`src/rtl/word_block_packer_pkg.sv`:
```
//------------------------------------------------------------------
// packer_pkg : shared helpers for the word-to-block packer
// Rev 1.0
//------------------------------------------------------------------
`default_nettype none

package packer_pkg;

  localparam int DEF_WSIZE = 32;
  localparam int DEF_BSIZE = 256;
  localparam int DEF_NBL   = 4;

  function automatic int clog2(input int value);
    int r;
    r = 0;
    for (int i = 0; i < 31; i++) begin
      if ((1 << i) < value) r = i + 1;
    end
    return r;
  endfunction

  localparam int WPERB = DEF_BSIZE / DEF_WSIZE;
  localparam int CW    = clog2(WPERB) + 1;
  localparam int LW    = clog2(DEF_NBL) + 1;

  // Lowest bit of word slot k inside a block for the chosen word order
  function automatic int slot_lsb(input int k, input int wperb, input int wsize,
                                  input bit lsb_first);
    return lsb_first ? k * wsize : (wperb - 1 - k) * wsize;
  endfunction

endpackage

`default_nettype wire

```
`src/rtl/word_block_packer_if.sv`:
```
//------------------------------------------------------------------
// word_block_packer_if : word input / block output handshake bundle
// Rev 1.0
//------------------------------------------------------------------
`default_nettype none

interface word_block_packer_if
  import packer_pkg::*;
#(
  parameter int WSIZE = 32,
  parameter int BSIZE = 256,
  parameter int NBL   = 4
);
  localparam int IF_CW = clog2(BSIZE / WSIZE) + 1;
  localparam int IF_LW = clog2(NBL) + 1;

  logic [WSIZE-1:0] word_in;
  logic             word_valid;
  logic             word_ready;
  logic             flush;
  logic [BSIZE-1:0] block_out;
  logic [IF_CW-1:0] block_count;
  logic             block_valid;
  logic             block_ready;
  logic [IF_LW-1:0] fill_level;

  modport master (
    output word_in, word_valid, flush, block_ready,
    input  word_ready, block_out, block_count, block_valid, fill_level
  );

  modport slave (
    input  word_in, word_valid, flush, block_ready,
    output word_ready, block_out, block_count, block_valid, fill_level
  );
endinterface

`default_nettype wire

```
`src/rtl/word_block_packer_sync_fifo.sv`:
```
//------------------------------------------------------------------
// sync_fifo : first-word-fall-through FIFO, pointers wrap mod 2*FIFOLEN
// Rev 1.0
//------------------------------------------------------------------
`default_nettype none

module sync_fifo
  import packer_pkg::*;
#(
  parameter int WSIZE   = 32,
  parameter int FIFOLEN = 4
) (
  input  logic                      clock,
  input  logic                      reset,
  input  logic                      wr_en,
  input  logic [WSIZE-1:0]          wr_data,
  input  logic                      rd_en,
  output logic [WSIZE-1:0]          rd_data,
  output logic                      full,
  output logic                      empty,
  output logic [clog2(FIFOLEN):0]   level
);
  localparam int AW = clog2(FIFOLEN);
  localparam int PW = AW + 1;

  logic [WSIZE-1:0] mem_q [FIFOLEN];
  logic [PW-1:0]    wr_ptr_q, wr_ptr_d;
  logic [PW-1:0]    rd_ptr_q, rd_ptr_d;
  logic             wr_ok, rd_ok;

  always_comb begin
    level    = wr_ptr_q - rd_ptr_q;
    empty    = (wr_ptr_q == rd_ptr_q);
    full     = (level == PW'(FIFOLEN));
    wr_ok    = wr_en && !full;
    rd_ok    = rd_en && !empty;
    wr_ptr_d = wr_ptr_q + PW'(wr_ok);
    rd_ptr_d = rd_ptr_q + PW'(rd_ok);
    // Head is forced to zero while empty so the output is defined after reset
    rd_data  = empty ? '0 : mem_q[rd_ptr_q[AW-1:0]];
  end

  always_ff @(posedge clock) begin
    if (reset) begin
      wr_ptr_q <= '0;
      rd_ptr_q <= '0;
    end else begin
      wr_ptr_q <= wr_ptr_d;
      rd_ptr_q <= rd_ptr_d;
    end
  end

  always_ff @(posedge clock) begin
    if (wr_ok) mem_q[wr_ptr_q[AW-1:0]] <= wr_data;
  end
endmodule

`default_nettype wire

```
`src/rtl/word_block_packer.sv`:
```
//------------------------------------------------------------------
// word_block_packer : packs WSIZE words into BSIZE blocks with flush
// Rev 1.0
//------------------------------------------------------------------
`default_nettype none

module word_block_packer
  import packer_pkg::*;
#(
  parameter int WSIZE     = 32,
  parameter int BSIZE     = 256,
  parameter int NBL       = 4,
  parameter bit LSB_FIRST = 1'b1
) (
  input  logic               clock,
  input  logic               reset,
  word_block_packer_if.slave bus
);
  localparam int NWORDS = BSIZE / WSIZE;
  localparam int NCW    = clog2(NWORDS) + 1;
  localparam int NLW    = clog2(NBL) + 1;

  logic [BSIZE-1:0] asm_q, asm_d, asm_next;
  logic [NCW-1:0]   count_q, count_d, count_next;
  logic             word_ready, accept, push;
  logic             fifo_full, fifo_empty;
  logic [BSIZE+NCW-1:0] fifo_rd;
  logic [NLW-1:0]   fifo_level;

  always_comb begin
    word_ready = !fifo_full || ((count_q != NCW'(NWORDS - 1)) && !bus.flush);
    accept     = bus.word_valid && word_ready;
    asm_next   = asm_q;
    for (int k = 0; k < NWORDS; k++) begin
      if (accept && (count_q == NCW'(k)))
        asm_next[slot_lsb(k, NWORDS, WSIZE, LSB_FIRST) +: WSIZE] = bus.word_in;
    end
    count_next = count_q + NCW'(accept);
    // A flush-time push includes a word accepted on the same edge
    push = (accept && (count_q == NCW'(NWORDS - 1))) ||
           (bus.flush && (count_next != '0) && !fifo_full);
    asm_d   = push ? '0 : asm_next;
    count_d = push ? '0 : count_next;
  end

  always_ff @(posedge clock) begin
    if (reset) begin
      asm_q   <= '0;
      count_q <= '0;
    end else begin
      asm_q   <= asm_d;
      count_q <= count_d;
    end
  end

  sync_fifo #(
    .WSIZE   (BSIZE + NCW),
    .FIFOLEN (NBL)
  ) u_fifo (
    .clock   (clock),
    .reset   (reset),
    .wr_en   (push),
    .wr_data ({count_next, asm_next}),
    .rd_en   (bus.block_ready),
    .rd_data (fifo_rd),
    .full    (fifo_full),
    .empty   (fifo_empty),
    .level   (fifo_level)
  );

  assign bus.word_ready  = word_ready;
  assign bus.block_valid = !fifo_empty;
  assign bus.block_out   = fifo_rd[BSIZE-1:0];
  assign bus.block_count = fifo_rd[BSIZE+NCW-1:BSIZE];
  assign bus.fill_level  = fifo_level;
endmodule

`default_nettype wire

```
`src/flat_wrapper.sv`:
```
// flat-port wrapper written by rule: the top's interface ports become plain ports
module word_block_packer_flat import packer_pkg::*;
#(
  parameter int WSIZE     = 32,
  parameter int BSIZE     = 256,
  parameter int NBL       = 4,
  parameter bit LSB_FIRST = 1'b1
)
  (clock, reset, bus_word_in, bus_word_valid, bus_flush, bus_block_ready, bus_word_ready, bus_block_out, bus_block_count, bus_block_valid, bus_fill_level);
  word_block_packer_if #(.WSIZE(WSIZE), .BSIZE(BSIZE), .NBL(NBL)) bus_i ();
  input  logic clock;
  input  logic reset;
  input wire logic [$bits(bus_i.word_in)-1:0] bus_word_in;
  input wire logic [$bits(bus_i.word_valid)-1:0] bus_word_valid;
  input wire logic [$bits(bus_i.flush)-1:0] bus_flush;
  input wire logic [$bits(bus_i.block_ready)-1:0] bus_block_ready;
  output wire logic [$bits(bus_i.word_ready)-1:0] bus_word_ready;
  output wire logic [$bits(bus_i.block_out)-1:0] bus_block_out;
  output wire logic [$bits(bus_i.block_count)-1:0] bus_block_count;
  output wire logic [$bits(bus_i.block_valid)-1:0] bus_block_valid;
  output wire logic [$bits(bus_i.fill_level)-1:0] bus_fill_level;
  assign bus_i.word_in = bus_word_in;
  assign bus_i.word_valid = bus_word_valid;
  assign bus_i.flush = bus_flush;
  assign bus_i.block_ready = bus_block_ready;
  assign bus_word_ready = bus_i.word_ready;
  assign bus_block_out = bus_i.block_out;
  assign bus_block_count = bus_i.block_count;
  assign bus_block_valid = bus_i.block_valid;
  assign bus_fill_level = bus_i.fill_level;
  word_block_packer #(.WSIZE(WSIZE), .BSIZE(BSIZE), .NBL(NBL), .LSB_FIRST(LSB_FIRST)) u_core (.clock(clock), .reset(reset), .bus(bus_i));
endmodule
```
`config.mk`:
```
export PLATFORM = sky130hd
export DESIGN_NAME = word_block_packer_flat
export DESIGN_NICKNAME = d
export VERILOG_FILES = /design/src/rtl/word_block_packer_pkg.sv /design/src/rtl/word_block_packer_if.sv /design/src/rtl/word_block_packer_sync_fifo.sv /design/src/rtl/word_block_packer.sv /design/src/flat_wrapper.sv
export SDC_FILE = /design/constraint.sdc
export NUM_CORES = 1
export LEC_CHECK = 0
export BUFFER_PORTS_ARGS = -buffer_cell sky130_fd_sc_hd__buf_2
export CORE_ASPECT_RATIO = 1.75
export CORE_UTILIZATION = 45
export DETAILED_ROUTE_END_ITERATION = 10
export PLACE_DENSITY = 0.59
export SLEW_MARGIN = 10
export SYNTH_ARGS = -nofsm -noshare
export SYNTH_HDL_FRONTEND = slang
export SYNTH_SLANG_ARGS = --single-unit
```
`constraint.sdc`:
```
create_clock -name clock -period 50.6 [get_ports clock]
set_clock_uncertainty 0.15 [all_clocks]
set_input_delay 10.12 -clock clock [delete_from_list [all_inputs] [get_ports clock]]
set_output_delay 10.12 -clock clock [all_outputs]
set_load 0.01 [all_outputs]
```
* After elaboration in Yosys (flattened, before gate mapping)
Memory sizes are Yosys's and may differ from the RTL's. A register that Yosys moved wholly into a read port is not among the register bits. Cells that the tools add are included.
Cells by class: $add $sub $neg 4, equal/unequal tests 10, multiplexer cells 12, reduce and logical (&&, ||, !) cells 22
Operator list (number):
- $mux 260 | 1
- $mux 32 | 8
- $eq 4x3->1 const B | 4
- $logic_and 1x1->1 | 14
- $eq 4x2->1 const B | 2
- $add 3x1->3 | 2
- $add 4x1->4 | 1
- $eq 4x1->1 const B | 1
- $logic_not 4->1 | 1
- $ne 4x3->1 const B | 1
- $reduce_bool 4->1 | 1
- $eq 3x3->1 | 1
- $eq 3x3->1 const B | 1
- $logic_not 1->1 | 3
- $sub 3x3->3 | 1
- $logic_or 1x1->1 | 2
- $mux 1 | 2
- $mux 2 | 1
- $reduce_or 2->1 | 1
Word-level totals: flip-flop bits (word level) 266, bits in writable memories 1040, memories 1
Memories:
- u_core.u_fifo.mem_q | depth 4, bits a word 260, rd ports 1, clocked after memory_dff 1, wr ports 1, RTL line word_block_packer_sync_fifo.sv:26 | logic [WSIZE-1:0] mem_q [FIFOLEN];

* Logic depth before layout (Yosys ltp)
depth after elaboration 13, mapped depth 20, gate-level depth less buffers 17

* By module
From an unflattened synthesis, not the netlist that was laid out.
Second synthesis, totals: cells, all modules 2580, area, all modules 50475.9 um2
By module, submodules not included:
- sync_fifo | times used 1, cells an instance 1716, area each 40116.0 um2
- word_block_packer | times used 1, cells an instance 864, area each 10359.9 um2

* Worst setup path after synthesis
OpenSTA, ideal clock, no wires.
path kind input to register, start point input port bus_flush, end point memory u_core.u_fifo.mem_q[0][0] (netlist name), enable pin, arrival 29518 ps, required time 49248 ps, slack 19730 ps, stages on the path 11, buffers on the path 2, path through o211a_4 > inv_1 > clkbuf_1 > and2_1 > ha_1 > ha_1 > xor2_1 > a2111o_1 > o211ai_4 > clkbuf_1 > nor3_1
On the way: cells in the longest elaborated chain, start to end 12
RTL lines:
- start: declaration | RTL line flat_wrapper.sv:15 | input wire logic [$bits(bus_i.flush)-1:0] bus_flush;
- $logic_not 1->1 | RTL line word_block_packer.sv:31 | word_ready = !fifo_full || ((count_q != NCW'(NWORDS - 1)) && !bus.flush);
- $logic_and 1x1->1 | RTL line word_block_packer.sv:31
- $logic_or 1x1->1 | RTL line word_block_packer.sv:31
- net bus_word_ready | RTL line flat_wrapper.sv:17 | output wire logic [$bits(bus_i.word_ready)-1:0] bus_word_ready;
- $logic_and 1x1->1 | RTL line word_block_packer.sv:32 | accept = bus.word_valid && word_ready;
- $add 4x1->4 | RTL line word_block_packer.sv:38 | count_next = count_q + NCW'(accept);
- net u_core.count_next[2] | RTL line word_block_packer.sv:24 | logic [NCW-1:0] count_q, count_d, count_next;
- $reduce_bool 4->1 | RTL line word_block_packer.sv:41 | (bus.flush && (count_next != '0) && !fifo_full);
- $logic_and 1x1->1 (2 in series) | RTL line word_block_packer.sv:41
- $logic_or 1x1->1 | RTL line word_block_packer.sv:40 | push = (accept && (count_q == NCW'(NWORDS - 1))) ||
- $logic_and 1x1->1 | RTL line word_block_packer_sync_fifo.sv:35 | wr_ok = wr_en && !full;
- $mux 1 | RTL line word_block_packer_sync_fifo.sv:54 | if (wr_ok) mem_q[wr_ptr_q[AW-1:0]] <= wr_data;
- $mux 1 (not written as such) | RTL line word_block_packer_sync_fifo.sv:54
- end: declaration | RTL line word_block_packer_sync_fifo.sv:26
The timed path passes the listed nets, and every way through them passes these cells.

* Worst setup path after layout
start point input port bus_flush, end point output port bus_word_ready
On the way: cells in the longest elaborated chain, start to end 3
RTL lines (RTL line):
- $logic_not 1->1 | word_block_packer.sv:31
- $logic_and 1x1->1 | word_block_packer.sv:31
- $logic_or 1x1->1 | word_block_packer.sv:31
- end: declaration | flat_wrapper.sv:17
No other way between the ends.

==> reports/results.ini <==
[floorplan]
pin_count=302
core_um2=115000
start_util_pct=45.5
die_h_um=452
dieArea_um2=117000
rows=164
die_w_um=259

[cells_and_area]
final_area_um2=58400
finalNonFillerCells=4872
areaGrowthSynthToFinish_pct=12.2
nets=3320
drive_above_1_share_pct=25.7

[critical_path]
path_class=input pin to output port
critical_path.top_delay_family=buffers and inverters
endpoint=bus_word_ready
slowest_stage=buf_4
cp-end-kind=output port
critPathMaxFanout=78
path_cells=buf_2 > o211a_4 > inv_2 > buf_4 > buf_2
cpMostUsedCell=buf_2
r2r_slack_ns=43.16
critPathLaunchType=input pin
critPathBufInv=4
cpPeakStageDelay_ns=0.66
reg2reg_depth=15
reg2reg_to=u_core.u_fifo.mem_q[3][155]
cp.depth=5
critPathArrivalTime_ns=12.01
timing.critical_path.from=bus_flush
reg2reg_from=u_core.u_fifo.rd_ptr_q[1]
worst_ep_required_time_ns=40.33

[power]
vdd_drop_max_v=0.0000502
leakage_nw=20.3
total_power_w=0.00316
powerDensity_nw_per_um2=54.1

[run_status]
outcome=finished, final reports clean

[placed_design]
post_dp_cell_area_um2=54600
place.gp.congestion=0.768
placedCellCount=4651
port-buffer-count=301
hpwl_um=80700

[timing]
fmax_mhz=44.9
hold_ws_ns=0.321
post-route-period-util_pct=44.0
report.final.setup_viol=0
tightest_slew_ns=1.28
tns_ns=0
hold_viol=0
rsz0062_at_grt=false
slew_viol_final=0
fin_crit_ns=22.28
relSlewSlack_pct=14.4

[global_routing]
grt_pass1_wl_um=201000
antenna_found_initial=7
grt_pass1_vias=30100
grt_max_degree=245
track_usage_pct=23.4
overflow=0

[cts]
cts_buffers=115
clock-sinks=1306
cts_buffer_depth=3
clk_latency_ns=0.74
root_buffer=clkbuf_16
tritoncts=built
post_cts_buffers=0
cts_hold_buf=0
cts.clk_slew.worst_paths_ns=0.06
htreeDepth=3
cts-resized-gates=0

[synthesis]
yosysWarnings=0
synthDistinctLibCells=40
synthCells=3081
synth_nets=3127
synth_seq_cells=1306
synth_seq_area_share_pct=70.2
synth.avg_cell_area_um2=16.9
syn_area_um2=52100

[routing]
vias_per_cell=5.90
wl_um=136000
first_pass_iters=5
via_count=28700
wl_per_cell_um=27.9
drc=0
postRouteAntennaNets=0
drt-initial-drc-count=2419

[flow_run]
cap_violations=0

[hold_path]
worstHoldPathType=flip-flop to flip-flop

[metal layers]
| layer | global-route usage, % | vias to the layer above | wire length, um |
|---|---|---|---|
| li1 | - | 12600 | - |
| met3 | 3.63 | 198 | 8530 |
| met4 | 10.6 | 0 | 5870 |
| met2 | 40.4 | 969 | 69900 |
| met5 | 0 | - | 0 |
| met1 | 28.8 | 14900 | 51800 |
[per-stage QoR]
step / setup WS, ns / utilization [%]
2_1_floorplan: 19.73 / -
3_3_place_gp: 28.40 / 47.7
3_5_place_dp: 28.37 / 47.7
4_1_cts: 28.39 / 51.0
5_1_grt: 28.26 / 51.0
6_report: 28.32 / 51.0
[how the worst min path moves through the flow]
stage                            from  cells past startpoint                 to  slack, ns
floorplan           u_core.asm_q[225]                      1  u_core.asm_q[225]       0.30
global placement    u_core.asm_q[244]                      1  u_core.asm_q[244]       0.31
detailed placement  u_core.asm_q[255]                      1  u_core.asm_q[255]       0.32
CTS                 u_core.asm_q[255]                      1  u_core.asm_q[255]       0.32
global route        u_core.asm_q[251]                      1  u_core.asm_q[251]       0.33
finish              u_core.asm_q[255]                      1  u_core.asm_q[255]       0.32
[cell families after synthesis]
kind of cell,share of synthesized area [%]
flops,70.2
fa+ha+maj,0.231
xor+xnor,0.132
compound gates,5.70
simple gates,8.45
mux,12.6
buf+inv,2.67
[cell usage in the layout (no fill, tap or decap), types with 2 or more instances in the layout]
master,count
edfxtp_1,1040
clkbuf_8,5
and3b_1,32
clkinv_16,4
clkinv_1,12
diode_2,2
buf_12,5
nand3_4,2
a211oi_1,192
nor2_1,2
inv_1,6
nor3b_2,2
nand4_1,64
clkinv_4,3
clkbuf_16,115
nand3b_1,2
clkinv_2,23
nand2_1,225
or3_1,128
clkbuf_1,27
inv_6,2
nor2b_1,4
xnor2_1,4
clkinvlp_4,14
and2_1,263
nor3b_1,34
o31ai_1,192
nor3_2,4
mux2_2,63
buf_4,36
bufinv_16,12
buf_2,300
dfxtp_1,264
ha_1,8
dfxtp_4,2
mux4_2,260
[cell type report]
class                           instances  area [um^2]
Antenna cell                            2         5.00
Clock buffer                          147         3050
Clock inverter                         72          826
Fill cell                            9464        56100
Inverter                                8         37.5
Multi-Input combinational cell       1501        14200
Sequential cell                      1306        36600
Tap cell                             1494         1870
Timing Repair Buffer                  342         1890
[power breakdown]
group	switching [W]	total [W]	internal [W]
sequential	0.0000352	0.00133	0.00130
combinational	0.000591	0.000938	0.000347
clock	0.000399	0.000891	0.000493
total	0.00102	0.00316	0.00214
[registers in the layout, summed over array words and instances, names as in the netlist]
name                    flops
u_core.u_fifo.wr_ptr_q      3
u_core.asm_q              256
u_core.u_fifo.mem_q      1040
u_core.count_q              4
u_core.u_fifo.rd_ptr_q      3
[cell usage after synthesis, drive strengths merged]
| cell type | n | area, um^2 |
|---|---|---|
| a311oi | 1 | 26.3 |
| or3 | 128 | 801 |
| edfxtp | 1040 | 31200 |
| xor2 | 1 | 8.76 |
| xor3 | 1 | 25.0 |
| nand2 | 225 | 845 |
| mux2 | 64 | 721 |
| xnor2 | 4 | 35.0 |
| buf | 102 | 744 |
| a21o | 1 | 7.51 |
| o211a | 1 | 17.5 |
| and3b | 33 | 289 |
| o31ai | 192 | 1440 |
| nor2 | 3 | 11.3 |
| inv | 8 | 30.0 |
| or2 | 1 | 6.26 |
| nand3b | 2 | 15.0 |
| and3 | 1 | 11.3 |
| fa | 1 | 20.0 |
| a2111o | 1 | 11.3 |
| dfxtp | 266 | 5330 |
| nand3 | 4 | 20.0 |
| nor3b | 36 | 275 |
| or3b | 1 | 8.76 |
| ha | 8 | 100 |
| and2 | 263 | 1650 |
| clkbuf | 164 | 616 |
| nand2b | 1 | 6.26 |
| o211ai | 1 | 21.3 |
| mux4 | 260 | 5860 |
| a211oi | 192 | 1440 |
| nand4 | 64 | 400 |
| nor3 | 5 | 25.0 |
| and4b | 1 | 10.0 |
| nor2b | 5 | 31.3 |
No activity file was read; power rests on OpenSTA's default activity.
